**config.mk**
```make
export PLATFORM = sky130hd
export DESIGN_NAME = smem_result_packer
export DESIGN_NICKNAME = d
export VERILOG_FILES = /design/src/rtl/smem_result_packer.sv
export SDC_FILE = /design/constraint.sdc
export NUM_CORES = 1
export LEC_CHECK = 0
export ABC_AREA = 1
export CORE_AREA = 2 2 316 318
export CTS_CLUSTER_SIZE = 30
export DETAILED_ROUTE_END_ITERATION = 8
export DIE_AREA = 0 0 318 320
export HOLD_SLACK_MARGIN = 0.05
export PLACE_DENSITY = 0.79
export SLEW_MARGIN = 10
export SYNTH_ARGS = -nofsm -noshare
export SYNTH_HDL_FRONTEND = slang
export SYNTH_SLANG_ARGS = --single-unit
export TNS_END_PERCENT = 20
```
**constraint.sdc**
```tcl
create_clock -name clk -period 27.8 [get_ports clk]
set_input_delay 5.56 -clock clk [delete_from_list [all_inputs] [get_ports clk]]
set_output_delay 5.56 -clock clk [all_outputs]
set_load 0.05 [all_outputs]
```
**src/rtl/smem_result_packer.sv**
```systemverilog
// Streams finished SMEM results from the per-read mem array as 512-bit lines.
// Optional per-read header line enabled by defining SMEM_RESULT_HEADER_EN.
module smem_result_packer #(
  parameter int READ_NUM_WIDTH = 10,
  parameter int FQ_DEPTH       = 16
) (
  input  logic                      clk,
  input  logic                      rst,
  input  logic                      finish_sign,
  input  logic [6:0]                mem_size,
  input  logic [READ_NUM_WIDTH-1:0] mem_size_read_num,
  output logic                      mem_rd_en,
  output logic [READ_NUM_WIDTH-1:0] mem_rd_read_num,
  output logic [6:0]                mem_rd_addr,
  input  logic [255:0]              mem_rd_q,
  output logic                      out_valid,
  input  logic                      out_ready,
  output logic [511:0]              out_data,
  output logic                      out_last,
  output logic                      busy,
  output logic                      fq_overflow
);

  localparam int AW = $clog2(FQ_DEPTH);
  localparam int EW = READ_NUM_WIDTH + 7;
  localparam logic [AW:0] FQ_FULL = (AW+1)'(FQ_DEPTH);
  localparam logic [AW:0] CNT_ONE = (AW+1)'(1);

  typedef enum logic [2:0] {IDLE, HDR, RD_LO, RD_HI, CAP, SEND} state_t;

  logic [EW-1:0]             fq_mem [FQ_DEPTH];
  logic [AW-1:0]             fq_wr_ptr, fq_rd_ptr;
  logic [AW:0]               fq_count;
  logic                      fq_empty, fq_full, fq_push, fq_pop;
  logic [READ_NUM_WIDTH-1:0] head_read_num;
  logic [6:0]                head_size;

  state_t                    state;
  logic [5:0]                k;
  logic                      out_valid_r, out_last_r, mem_rd_en_r;
  logic                      hi_in_range, last_pair;

  logic [READ_NUM_WIDTH-1:0] cur_read_num;
  logic [6:0]                cur_size;
  logic [255:0]              lo_data;
  logic [511:0]              line_data;

`ifdef SMEM_RESULT_HEADER_EN
  function automatic logic [511:0] header_line(input logic [READ_NUM_WIDTH-1:0] rn,
                                               input logic [6:0] sz);
    header_line          = '0;
    header_line[31:0]    = 32'(rn);
    header_line[38:32]   = sz;
    header_line[63:48]   = 16'hA5E1;
  endfunction
`endif

  assign fq_empty = (fq_count == '0);
  assign fq_full  = (fq_count == FQ_FULL);
  assign {head_read_num, head_size} = fq_mem[fq_rd_ptr];

  // A read leaves the queue only when its final line is taken; reads with no
  // output at all are retired straight from IDLE.
`ifdef SMEM_RESULT_HEADER_EN
  assign fq_pop = out_valid_r && out_ready && out_last_r;
`else
  assign fq_pop = (out_valid_r && out_ready && out_last_r) ||
                  (state == IDLE && !fq_empty && head_size == 7'd0);
`endif
  assign fq_push = finish_sign && (!fq_full || fq_pop);

  always_ff @(posedge clk) begin
    if (!rst) begin
      fq_wr_ptr   <= '0;
      fq_rd_ptr   <= '0;
      fq_count    <= '0;
      fq_overflow <= 1'b0;
    end else begin
      if (fq_push) fq_wr_ptr <= fq_wr_ptr + AW'(1);
      if (fq_pop)  fq_rd_ptr <= fq_rd_ptr + AW'(1);
      case ({fq_push, fq_pop})
        2'b10:   fq_count <= fq_count + CNT_ONE;
        2'b01:   fq_count <= fq_count - CNT_ONE;
        default: ;
      endcase
      if (finish_sign && !fq_push) fq_overflow <= 1'b1;
    end
  end

  always_ff @(posedge clk) begin
    if (fq_push) fq_mem[fq_wr_ptr] <= {mem_size_read_num, mem_size};
  end

  assign hi_in_range = ({k, 1'b1} < cur_size);
  assign last_pair   = (({1'b0, k, 1'b0} + 8'd2) >= {1'b0, cur_size});

  always_ff @(posedge clk) begin
    if (!rst) begin
      state       <= IDLE;
      k           <= '0;
      out_valid_r <= 1'b0;
      out_last_r  <= 1'b0;
      mem_rd_en_r <= 1'b0;
    end else begin
      case (state)
        IDLE: begin
          if (!fq_empty) begin
            k <= '0;
`ifdef SMEM_RESULT_HEADER_EN
            state       <= HDR;
            out_valid_r <= 1'b1;
            out_last_r  <= (head_size == 7'd0);
`else
            if (head_size != 7'd0) begin
              state       <= RD_LO;
              mem_rd_en_r <= 1'b1;
            end
`endif
          end
        end
        HDR: begin
          if (out_ready) begin
            out_valid_r <= 1'b0;
            out_last_r  <= 1'b0;
            if (cur_size == 7'd0) begin
              state <= IDLE;
            end else begin
              state       <= RD_LO;
              mem_rd_en_r <= 1'b1;
            end
          end
        end
        RD_LO: begin
          state       <= RD_HI;
          mem_rd_en_r <= hi_in_range;
        end
        RD_HI: begin
          state       <= CAP;
          mem_rd_en_r <= 1'b0;
        end
        CAP: begin
          state       <= SEND;
          out_valid_r <= 1'b1;
          out_last_r  <= last_pair;
        end
        SEND: begin
          if (out_ready) begin
            out_valid_r <= 1'b0;
            out_last_r  <= 1'b0;
            if (out_last_r) begin
              state <= IDLE;
            end else begin
              k           <= k + 6'd1;
              state       <= RD_LO;
              mem_rd_en_r <= 1'b1;
            end
          end
        end
        default: state <= IDLE;
      endcase
    end
  end

  // Data capture: head latch in IDLE, low entry in RD_HI, line assembly in CAP
  always_ff @(posedge clk) begin
    if (state == IDLE && !fq_empty) begin
      cur_read_num <= head_read_num;
      cur_size     <= head_size;
`ifdef SMEM_RESULT_HEADER_EN
      line_data    <= header_line(head_read_num, head_size);
`endif
    end
    if (state == RD_HI) lo_data <= mem_rd_q;
    if (state == CAP)   line_data <= {(hi_in_range ? mem_rd_q : 256'd0), lo_data};
  end

  assign mem_rd_en       = mem_rd_en_r;
  assign mem_rd_addr     = mem_rd_en_r ? {k, (state == RD_HI)} : 7'd0;
  assign mem_rd_read_num = (state != IDLE) ? cur_read_num : '0;
  assign out_valid       = out_valid_r;
  assign out_last        = out_last_r;
  assign out_data        = out_valid_r ? line_data : '0;
  assign busy            = !fq_empty || (state != IDLE);

endmodule
```
==> reports/results.ini <==
[run_status]
status=finished clean

[logic_synthesis]
synth_cell_types=41
syn_area_per_cell_sq_um=12.0
ys_top_cells_by_area=edfxtp_1, inv_1, nand2_1
postSynthCellCount=3561
synth_seq_cells=1087
syn_area_sq_um=42600
synth_edf_count=1057
synth_top_flop_cell=edfxtp_1
yosys_warnings=0
yosysSeqAreaShare_pct=76.0
yosys.area.top_type=edfxtp_1
async_flop_share_pct=0
yosysMostFrequentCell=edfxtp_1
synth_top_area_share_pct=74.5
synth_common_cells=edfxtp_1, inv_1, nand2_1
syn_nets=3860

[setup_path]
required_ps=22240
setup.worst_path.class=reg -> out
r2r_cells=17
timing.reg2reg.setup_slack_ps=23010
worstPathArrival_ps=4370
critPathCaptureType=primary output
start_kind=flip-flop
path_max_fanout=109
reg2reg_to=fq_mem[5][10]$_DFFE_PP_

[placement]
place.gp.congestion=0.925
dp.cells=5553
dp_hpwl_microns=80000
port-buffer-count=810

[final_layout]
drive_gt1_share_pct=5.11
finalNonFillerCells=5766
nets=4676
post-route-util_pct=56.9
syn_to_final_growth_pct=30.9

[timing]
slew_headroom_pct=14.7
fin_skew_ps=54.0
slew_violations=0
min_period_over_period_pct=35.7
rsz0062_at_grt=false
period_minus_slack_ps=9930
setup_viol=0
max_freq_ghz=0.101
hold_slack_ps=372
finalHoldViolations=0
fin_tns_setup_ps=0
tightest_slew_ps=1280

[job]
drv_cap=0

[clock_network]
cts_max_path_buffers=3
post_cts_buffers=0
clkSinkCount=1087
h-tree-depth=3
root_buffer=clkbuf_16
numCtsBuffers=109
cts_resized=0
cts_tree=yes
cts_hold_buf=0
clk_pin_slew_ps=60
clk_latency_ps=700

[pwr]
report.power.total_mw=4.23
power_density_nw_per_um2=75.8
leakage_nw=24.0
vdd_ir_drop_max_v=0.0000900

[floorplan]
die_x_microns=318
core-area_sq_um=98000
rows=115
die_height_microns=320
ioPinCount=811
start_util_pct=43.5
dieArea_sq_um=102000

[routing]
firstDrtPassIters=6
post_drt_wl_per_cell_microns=20.7
ant_nets=0
drt_iter0_drc=3633
via_per_inst=4.90
drcViolationCount=0
drt-total-wl_microns=120000
dr_total_vias=28300

[global_route]
grt_max_degree=263
grt_pass1_vias=27000
grt_pass1_wl_microns=173000
grt_overflow=0
antenna_found_initial=21
grt_use_total_pct=22.8

[worst_hold_path]
hold_path_class=reg -> reg
hold_depth=0
hold_path_end=line_data[140]$_DFFE_PP_
hp-start=lo_data[140]$_DFFE_PN_

## logic make-up after synthesis
family                     Yosys count  share of synthesized area (%)
AOI/OAI and AO/OA                  188                           2.69
xor gates and xnor gates             6                          0.123
adders and majority gates           22                          0.664
buffers and inverters             1033                           9.24
DFF                               1087                           76.0
and+or+nand+nor                   1225                           11.3
## registers in the layout (all words and copies together), names as in the netlist, named ones only
register	flops
state	3
fq_overflow	1
fq_count	5
out_last	1
fq_mem	272
out_valid	1
line_data	512
cur_size	7
mem_rd_en	1
cur_read_num	10
lo_data	256
k	6
fq_wr_ptr	4
fq_rd_ptr	4
## metrics by stage
| stage | area [sq um] | setup WS [ps] |
|---|---|---|
| 2_1_floorplan | 42600 | 4050 |
| 3_3_place_gp | 52100 | 18610 |
| 3_5_place_dp | 52100 | 18540 |
| 4_1_cts | 55700 | 17770 |
| 5_1_grt | 55700 | 17550 |
| 6_report | 55700 | 17870 |
## critical path: stages, from the launching register on
cell             delay, ps
dfxtp_4                830
buf_4                  910
buf_4                  750
nand2_1                120
inv_1                  100
clkdlybuf4s50_1        820
## routing by layer
| metal | vias to the layer above | GRT usage (%) | share of wire, % |
|---|---|---|---|
| met5 | - | 0 | 0.056 |
| met1 | 13500 | 28.3 | 38 |
| met2 | 1502 | 37.3 | 48 |
| li1 | 12900 | - | - |
| met4 | 10 | 10.6 | 4.1 |
| met3 | 270 | 6.17 | 9.7 |
## how the worst max path moves through the flow
stage                      startpoint  slack (ps)  cells past startpoint                     to
4_1_cts        out_valid$_SDFFE_PN0P_       17770                      5           out_data[91]
3_5_place_dp   out_valid$_SDFFE_PN0P_       18540                      5          out_data[267]
5_1_grt        out_valid$_SDFFE_PN0P_       17550                      5          out_data[302]
2_1_floorplan   state[1]$_SDFFE_PN0P_        4050                      7  out_last$_SDFFE_PN0P_
3_3_place_gp   out_valid$_SDFFE_PN0P_       18610                      5          out_data[390]
6_report       out_valid$_SDFFE_PN0P_       17870                      5           out_data[91]
## power breakdown
group | internal (mW) | switching, mW
registers | 1.97 | 0.0408
logic | 0.197 | 0.532
clock network | 0.852 | 0.632
total | 3.02 | 1.20
## area by class of cell
cell class / instances / area, sq um
flip-flops and latches: 1087 / 32300
clock inverters: 62 / 706
inverters: 891 / 3350
clock buffers: 137 / 2930
well taps: 1287 / 1610
fillers: 7519 / 42200
multi-input cells: 1441 / 6320
repair buffers: 847 / 8450
diodes: 14 / 35.0
## layout by cell type, fill, tap and decap left out, types with 6 or more instances in the layout
cell,netlist,routed
edfxtp_1,1057,1057
inv_1,881,881
clkdlybuf4s50_1,0,810
nand2_1,702,702
nor2_1,409,407
clkbuf_16,0,111
o21ai_0,93,93
nand3_1,87,87
o221ai_1,36,36
buf_4,2,32
dfxtp_1,30,27
a21oi_1,25,25
clkinv_1,2,21
ha_1,21,21
clkbuf_1,115,21
clkinv_2,0,15
diode_2,0,14
bufinv_16,0,11
o211ai_1,10,10
o21ai_1,9,9
inv_2,6,6
xor2_1,6,6
clkinvlp_4,0,6
Power figures use the tool's default switching activity.
